--- src/rtl/mvu_job_sched.sv ---
// Host-side MVU job scheduler: an in-order job FIFO, per-MVU start/done/timeout
// trackers, sticky irqs and a round-robin completion return port.
module mvu_job_sched #(
    parameter int NMVU       = 8,
    parameter int FIFO_DEPTH = 4,
    parameter int BTAG       = 8,
    parameter int BTIMEOUT   = 16
) (
    input  logic                    clk,
    input  logic                    rst,
    input  logic                    job_valid,
    output logic                    job_ready,
    input  logic [$clog2(NMVU)-1:0] job_mvu,
    input  logic [BTAG-1:0]         job_tag,
    input  logic [BTIMEOUT-1:0]     timeout_cycles,
    output logic [NMVU-1:0]         start,
    input  logic [NMVU-1:0]         done,
    output logic [NMVU-1:0]         busy,
    output logic [NMVU-1:0]         irq,
    input  logic [NMVU-1:0]         irq_ack,
    output logic                    cmpl_valid,
    input  logic                    cmpl_ready,
    output logic [$clog2(NMVU)-1:0] cmpl_mvu,
    output logic [BTAG-1:0]         cmpl_tag,
    output logic                    cmpl_timeout
);

    localparam int MW = $clog2(NMVU);
    localparam int AW = $clog2(FIFO_DEPTH);
    localparam logic [MW:0] NMVU_L  = (MW+1)'(NMVU);
    localparam logic [AW:0] DEPTH_L = (AW+1)'(FIFO_DEPTH);

    logic [MW-1:0]       fifo_mvu [FIFO_DEPTH];
    logic [BTAG-1:0]     fifo_tag [FIFO_DEPTH];
    logic [AW-1:0]       wr_ptr, rd_ptr;
    logic [AW:0]         count_q;
    logic [MW-1:0]       head_mvu;
    logic [BTAG-1:0]     head_tag;
    logic                push, pop;

    logic [NMVU-1:0]     start_q, busy_q, pend_q, to_q, irq_q;
    logic [NMVU-1:0]     disp_vec, fin_done, fin_to, fin, cmpl_clr;
    logic [BTAG-1:0]     tag_q   [NMVU];
    logic [BTIMEOUT-1:0] limit_q [NMVU];
    logic [BTIMEOUT-1:0] timer_q [NMVU];

    logic [MW-1:0]       rr_q;
    logic [MW-1:0]       cand;
    logic [MW-1:0]       arb_idx;
    logic                arb_found;

    assign job_ready = (count_q != DEPTH_L);
    assign head_mvu  = fifo_mvu[rd_ptr];
    assign head_tag  = fifo_tag[rd_ptr];

    // Out-of-range targets are accepted on the handshake but never stored.
    assign push = job_valid && job_ready && ({1'b0, job_mvu} < NMVU_L);
    assign pop  = (count_q != '0) && !busy_q[head_mvu] && !pend_q[head_mvu];

    always_ff @(posedge clk) begin
        if (push) begin
            fifo_mvu[wr_ptr] <= job_mvu;
            fifo_tag[wr_ptr] <= job_tag;
        end
    end

    always_ff @(posedge clk) begin
        if (rst) begin
            wr_ptr  <= '0;
            rd_ptr  <= '0;
            count_q <= '0;
        end else begin
            if (push)
                wr_ptr <= wr_ptr + 1'b1;
            if (pop)
                rd_ptr <= rd_ptr + 1'b1;
            case ({push, pop})
                2'b10:   count_q <= count_q + 1'b1;
                2'b01:   count_q <= count_q - 1'b1;
                default: count_q <= count_q;
            endcase
        end
    end

    always_comb begin
        disp_vec = '0;
        if (pop)
            disp_vec[head_mvu] = 1'b1;
    end

    // done is masked in the start cycle; a done coinciding with expiry wins.
    always_comb begin
        fin_done = '0;
        fin_to   = '0;
        for (int i = 0; i < NMVU; i++) begin
            fin_done[i] = busy_q[i] && !start_q[i] && done[i];
            fin_to[i]   = busy_q[i] && !fin_done[i] && (limit_q[i] != '0) &&
                          (timer_q[i] == limit_q[i]);
        end
        fin = fin_done | fin_to;
    end

    always_comb begin
        cmpl_clr = '0;
        if (cmpl_valid && cmpl_ready)
            cmpl_clr[cmpl_mvu] = 1'b1;
    end

    // Timer reads 1 in the start cycle, so a limit of N expires in cycle start+N-1.
    always_ff @(posedge clk) begin
        for (int i = 0; i < NMVU; i++) begin
            if (disp_vec[i]) begin
                tag_q[i]   <= head_tag;
                limit_q[i] <= timeout_cycles;
                timer_q[i] <= BTIMEOUT'(1);
            end else begin
                timer_q[i] <= timer_q[i] + 1'b1;
            end
        end
    end

    always_ff @(posedge clk) begin
        if (rst) begin
            start_q <= '0;
            busy_q  <= '0;
            pend_q  <= '0;
            to_q    <= '0;
            irq_q   <= '0;
        end else begin
            start_q <= disp_vec;
            busy_q  <= (busy_q & ~fin) | disp_vec;
            pend_q  <= (pend_q & ~cmpl_clr) | fin;
            to_q    <= (to_q & ~fin) | fin_to;
            irq_q   <= (irq_q & ~irq_ack) | fin;
        end
    end

    always_comb begin
        arb_found = 1'b0;
        arb_idx   = '0;
        cand      = '0;
        for (int k = 0; k < NMVU; k++) begin
            cand = MW'((int'(rr_q) + k) % NMVU);
            if (!arb_found && pend_q[cand]) begin
                arb_found = 1'b1;
                arb_idx   = cand;
            end
        end
    end

    // A record is only loaded while the port is empty, so pend of the
    // in-flight MVU cannot be picked twice.
    always_ff @(posedge clk) begin
        if (rst) begin
            cmpl_valid   <= 1'b0;
            cmpl_mvu     <= '0;
            cmpl_tag     <= '0;
            cmpl_timeout <= 1'b0;
            rr_q         <= '0;
        end else if (cmpl_valid) begin
            if (cmpl_ready) begin
                cmpl_valid <= 1'b0;
                rr_q       <= (cmpl_mvu == MW'(NMVU - 1)) ? '0 : cmpl_mvu + 1'b1;
            end
        end else if (arb_found) begin
            cmpl_valid   <= 1'b1;
            cmpl_mvu     <= arb_idx;
            cmpl_tag     <= tag_q[arb_idx];
            cmpl_timeout <= to_q[arb_idx];
        end
    end

    assign start = start_q;
    assign busy  = busy_q;
    assign irq   = irq_q;

endmodule

--- config.mk ---
export PLATFORM = sky130hd
export DESIGN_NAME = mvu_job_sched
export DESIGN_NICKNAME = d
export VERILOG_FILES = /design/src/rtl/mvu_job_sched.sv
export SDC_FILE = /design/constraint.sdc
export NUM_CORES = 1
export LEC_CHECK = 0
export ABC_AREA = 1
export BUFFER_PORTS_ARGS = -buffer_cell sky130_fd_sc_hd__buf_4
export CAP_MARGIN = 10
export CORE_MARGIN = 5
export CORE_UTILIZATION = 31
export DETAILED_ROUTE_END_ITERATION = 6
export GPL_TIMING_DRIVEN = 1
export HOLD_SLACK_MARGIN = 0.02
export PLACE_DENSITY_LB_ADDON = 0.05
export RECOVER_POWER = 100
export SYNTH_ARGS = -nofsm -noshare
export SYNTH_HDL_FRONTEND = slang
export SYNTH_SLANG_ARGS = --single-unit
--- constraint.sdc ---
create_clock -name clk -period 7.78 [get_ports clk]
set_clock_uncertainty 0.05 [all_clocks]
set_input_delay 0.778 -clock clk [delete_from_list [all_inputs] [get_ports clk]]
set_output_delay 0.778 -clock clk [all_outputs]
set_load 0.02 [all_outputs]
==> After elaboration in Yosys (flattened, before gate mapping) <==
Memories as Yosys holds them, arrays and structs flattened. A register that Yosys moved wholly into a read port is not among the register bits.
Cells that the tools add are included.
{ "totals": {"register_bits": 55, "latch_bits": 0, "ram_bits": 364, "mem_bits_ro": 0, "inputBits": 47, "word_cells": 316, "mem_count": 5} }
{ "mem_list": {"columns": ["name", "words", "word_bits", "read_ports", "rd_ports_with_merged_regs", "write_ports", "line_no", "text"], "rows": [
  ["limit_q", 8, 16, 8, 0, 1, "44", "logic [BTIMEOUT-1:0] limit_q [NMVU];"],
  ["timer_q", 8, 16, 8, 0, 8, "45", "logic [BTIMEOUT-1:0] timer_q [NMVU];"],
  ["tag_q", 8, 8, 1, 1, 1, "43", "logic [BTAG-1:0] tag_q [NMVU];"],
  ["fifo_tag", 4, 8, 1, 1, 1, "34", "logic [BTAG-1:0] fifo_tag [FIFO_DEPTH];"],
  ["fifo_mvu", 4, 3, 1, 1, 1, "33", "logic [MW-1:0] fifo_mvu [FIFO_DEPTH];"]
]} }
{ "classes": {"add_sub_neg": 20, "n_mul": 0, "div_mod_pow": 0, "n_lt_le_gt_ge": 13, "n_eq_ne": 12, "shifts": 0, "mux": 129, "bitwise_logic": 21, "reduce_logical": 104} }
{ "ops": {"columns": ["cell", "n"], "rows": [
  ["two-way mux 16 bit", 15],
  ["adder 16 x 1 -> 16 bit, second input constant", 8],
  ["== test 16 bit", 8],
  ["nonzero test 16 bit", 8],
  ["OR reduction 16 bit", 7],
  ["two-way mux 8 bit", 9],
  ["two-way mux 3 bit", 23],
  ["two-way mux 1 bit", 64],
  ["OR reduction 8 bit", 7],
  ["logical AND 1 bit", 53],
  ["< comparator 3 x 4 -> 1 bit, second input constant", 11],
  ["bitwise OR 8 bit", 5],
  ["binary-select mux 1 bit (select 3 bit)", 11],
  ["bitwise AND 8 bit", 4],
  ["zero test 1 bit", 25],
  ["inverter 8 bit", 3],
  ["adder 3 bit, second input constant", 4],
  ["adder 3 x 1 -> 3 bit, second input constant", 3],
  ["two-way mux 2 bit", 4],
  ["bitwise OR 1 bit", 8],
  ["adder 3 x 2 -> 3 bit, second input constant", 2],
  ["demux 1 bit (select 3 bit)", 2],
  [">= comparator 3 x 1 -> 1 bit, second input constant", 2],
  ["one-hot mux 3 bit (2 select lines)", 1],
  ["other kinds (10)", 12]
]} }

==> Longest topological paths before layout <==
{ "logic_depth": {"depth_word": 26, "ltp_mapped": 22} }

==> Least setup slack after synthesis <==
OpenSTA, ideal clock, no wires.
{ "synth_path": {"kind": "flip-flop to flip-flop", "start": "register rr_q[1]", "end": "register cmpl_tag[0], read port of tag_q", "setup_ns": 0.109, "t_arrival_ns": 2.535, "required_time_ns": 7.621, "setup_slack_ns": 5.086, "stages_incl_launch_ff": 22, "n_path_buf": 3, "synth_period_minus_slack_ns": 2.694, "cell_sequence": "dfxtp_1 > buf_6 > inv_2 > ha_1 > buf_2 > inv_2 > nand3_2 > nand3_1 > nand2_2 > nor2_8 > nand4_4 > nor2_4 > nand3_4 > nand2_2 > nor2_1 > nor2_4 > buf_4 > nand3_1 > nand3_1 > nand3_1 > nand2_1 > inv_1"} }
{ "synth_between": {"elab_chain_len": 25, "word_cells_on_any_way": 54, "cone_classes": "add/sub: 7; mux: 32; reduce/logical: 15"} }
{ "synth_lines": {"columns": ["item", "line_no", "text"], "rows": [
  ["start: declaration", "47", "logic [MW-1:0] rr_q;"],
  ["start signal: assignment", "163", "rr_q <= (cmpl_mvu == MW'(NMVU - 1)) ? '0 : cmpl_mvu + 1'b1;"],
  ["branches (longest 25 deep; another with adder 3 x 1 -> 3 bit)", null, null],
  ["end: declaration", "24", "output logic [BTAG-1:0] cmpl_tag,"]
]} }
Several ways; the timed one is not identified. The select of a mux whose other input is x is not followed.
A chain may end at the register's enable or synchronous reset.

==> results.toml <==
[clock_tree]
htree_levels = 2
clock_sinks = 429
cts_buffer_depth = 3
root_buffer = "clkbuf_16"
tritoncts = "done"
path_clk_slew_ps = 50
post_cts_buffers = 0
cts.repair.resized = 0
numCtsBuffers = 50
worstSkewPairLatency_ps = 590
holdBufCountCts = 0

[grt]
grt_overflow = 0
grt_pass1_vias = 13500
antenna_found_initial = 8
grt_max_degree = 54
grt_pass1_wl_um = 84200
grtUsageTotal = 0.166

[setup_path]
path_cells = "inv_1 > or2_1 > a32oi_1 > or2_0 > nor2_1 > o21ai_0 > and3_1 > nand3_1 > nor2_4 > clkbuf_1 > inv_1 > a21oi_1"
required_ps = 8210
endpoint_kind = "flip-flop"
path_max_fanout = 40
cp.depth = 12
critical-path-slowest-cell = "clkbuf_1"
reg2reg_depth = 12
crit_top_cell = "inv_1"
slowest_delay_ps = 1650
critPathKind = "reg -> reg"
crit_path_start_kind = "flip-flop"
crit_buf_inv = 3
crit_arrival_ps = 5980
cp_top_family = "buffers and inverters"

[cells_and_area]
area_growth_pct = 14.3
drive_above_1_share = 0.0692
fin_cells = 2864
nets = 2105
final_core_util = 0.356
design_area_um2 = 21400

[synthesis]
syn-cell-area_um2 = 18700
synth_top_flop_cell = "edfxtp_1"
ys_seq_area_frac = 0.584
async_flop_share = 0
yosysWarnings = 0
syn_inst = 1935
synth_edf_count = 236
synth_nets = 2000
syn_avg_cell_area_um2 = 9.68
synthDistinctLibCells = 66
synth_seq_cells = 429

[routing]
viasPerCell = 4.86
num_vias = 13900
route.detailed.drc = 0
routed_wl_um = 56100
drt_iter0_drc = 1096
ant_nets = 0
detail_route.wl_per_cell_um = 19.6
dr.pass1.iters = 5

[placement]
dpl_cell_area_um2 = 20200
dpl.hpwl_um = 39800
io_buffers = 84
globalplace.congestion = 0.854
place_ws_ps = 3520
dpl.cell_count = 2770

[pwr]
p_sw_frac = 0.398
seq_power_share = 0.400
power_frac_comb = 0.342
power.internal_mw = 5.40
p_total_mw = 8.96
p_clk_frac = 0.258
vdd_drop_max_uv = 243
p_leak_nw = 8.09
p_sw_mw = 3.57
p_per_area_nw_per_um2 = 418

[timing]
final-hold-violation-count = 0
setup_violations = 0
fin_crit_sh = 0.713
rsz0062_at_grt = "no"
slew_viol_final = 250
worst_hold_slack_ps = 374
tns_ps = 0
final.setup.worst_slack_ps = 2230
slew_headroom = -0.705
tightest_slew_ps = 2560
post-route-min-period_ps = 5550
clock.fmax_mhz = 180

[flow_run]
cap_violations = 6

[worst_hold_path]
hold_depth = 1
min_path_type = "reg -> reg"

[die]
dieArea_um2 = 65500
start_util = 0.312
fp.dieW_um = 256
die_h_um = 256
fp.coreArea_um2 = 60100
rows = 90
ios = 85

[status]
status = "finished, violations left"
violations = "capacitance limit, slew limit"
-- flip-flops by register name, indices dropped and copies added, names as in the netlist, 3 cells and up, named ones only --
register / count
tag_q: 64
rr_q: 3
busy: 8
count_q: 3
start: 8
cmpl_tag: 8
fifo_tag: 32
cmpl_mvu: 3
to_q: 8
timer_q: 128
fifo_mvu: 12
limit_q: 128
pend_q: 8
irq: 8
-- Yosys cell counts (4+ instances only) --
library cell  instances  share of area
nand2_1             313          0.063
edfxtp_1            236           0.38
inv_1               236          0.047
nor2_1              221          0.044
dfxtp_1             193           0.21
nand3_1             110          0.029
o21ai_0              94          0.025
xor2_1               66          0.031
a21oi_1              64          0.017
nor4_1               54          0.018
nor3_1               36         0.0096
nand4_1              31          0.010
o22ai_1              27         0.0090
nor3b_1              24         0.0096
ha_1                 17          0.011
buf_4                15         0.0060
o211ai_1             15         0.0060
inv_2                14         0.0028
clkbuf_1             11         0.0022
xnor2_1              11         0.0051
a221oi_1             10         0.0047
a211oi_1              9         0.0036
or2_2                 9         0.0030
buf_2                 8         0.0021
nand2_2               8         0.0027
a21oi_2               7         0.0033
nor2_2                7         0.0023
o2111ai_1             7         0.0033
and3_1                6         0.0020
o211ai_2              6         0.0040
a21boi_0              5         0.0020
nand3_2               5         0.0027
a31oi_1               4         0.0013
buf_6                 4         0.0024
nand2_4               4         0.0024
-- worst paths after layout --
check | end | from | slack [ps]
setup / recovery | busy[5] | flip-flop | 2230
setup reg to reg | busy[5] | flip-flop | 2230
hold / removal | timer_q[1][16] | timer_q[1][16] | 370
hold reg to reg | timer_q[1][16] | timer_q[1][16] | 370
-- power by group through the flow --
stage,Clock [mW],Combinational [mW],Sequential (mW)
2_1_floorplan,0,2.36,3.45
3_3_place_gp,0,3.15,3.63
3_5_place_dp,0,3.17,3.62
4_1_cts,2.40,3.18,3.58
5_1_grt,2.50,3.45,3.66
6_report,2.31,3.07,3.58
-- cell usage in the layout (no fill, tap or decap), types with 4 or more instances in the layout --
master,Yosys,routed
a21oi_1,64,67
nand2_1,313,320
o21ai_0,94,95
xnor2_1,11,11
dfxtp_1,193,193
a221oi_1,10,10
xor2_1,66,66
edfxtp_1,236,236
nor4_1,54,54
a31oi_1,4,4
a211oi_1,9,9
clkbuf_16,0,52
and3_1,6,6
nand3_1,110,113
inv_1,236,245
clkbuf_1,11,84
a21boi_0,5,5
nor3b_1,24,26
nand4_1,31,31
nor2_4,3,5
a21oi_2,7,4
o22ai_1,27,27
nor2_1,221,223
clkinv_2,0,10
or2_2,9,9
o2111ai_1,7,7
clkbuf_8,0,4
o211ai_2,6,6
buf_4,15,18
nand2_2,8,4
clkinv_1,1,9
nor3_1,36,37
o211ai_1,15,15
ha_1,17,17
inv_2,14,5
-- worst register-to-register path, cell delays in order (launching register included) --
cell	delay (ps)
dfxtp_1	850
inv_1	580
or2_1	360
a32oi_1	300
or2_0	190
nor2_1	110
o21ai_0	200
and3_1	240
nand3_1	250
nor2_4	160
clkbuf_1	1650
inv_1	280
a21oi_1	230
-- area by class of cell --
class	instances	area (µm²)
Antenna cell	1	2.50
Clock buffer	67	1400
Clock inverter	26	223
Fill cell	6212	38700
Inverter	252	947
Multi-Input combinational cell	1216	6510
Sequential cell	429	11000
Tap cell	782	978
Timing Repair Buffer	91	409
-- kinds of logic after synthesis --
family                     after synthesis  synth area share
buffers and inverters                  290            0.0634
and+or+nand+nor                        850             0.212
AOI/OAI and AO/OA                      269            0.0890
adders and majority gates               18            0.0124
xor gates and xnor gates                79            0.0383
DFF                                    429             0.584
-- per-layer routing --
metal	part of all wire	global-route usage	routed length [µm]	vias up
li1	-	-	-	6832
met1	0.47	0.232	26600	6699
met2	0.46	0.271	25900	318
met3	0.039	0.0236	2220	70
met4	0.024	0.0465	1360	0
met5	0	0	0	-
No activity file was read; power rests on OpenSTA's default activity.
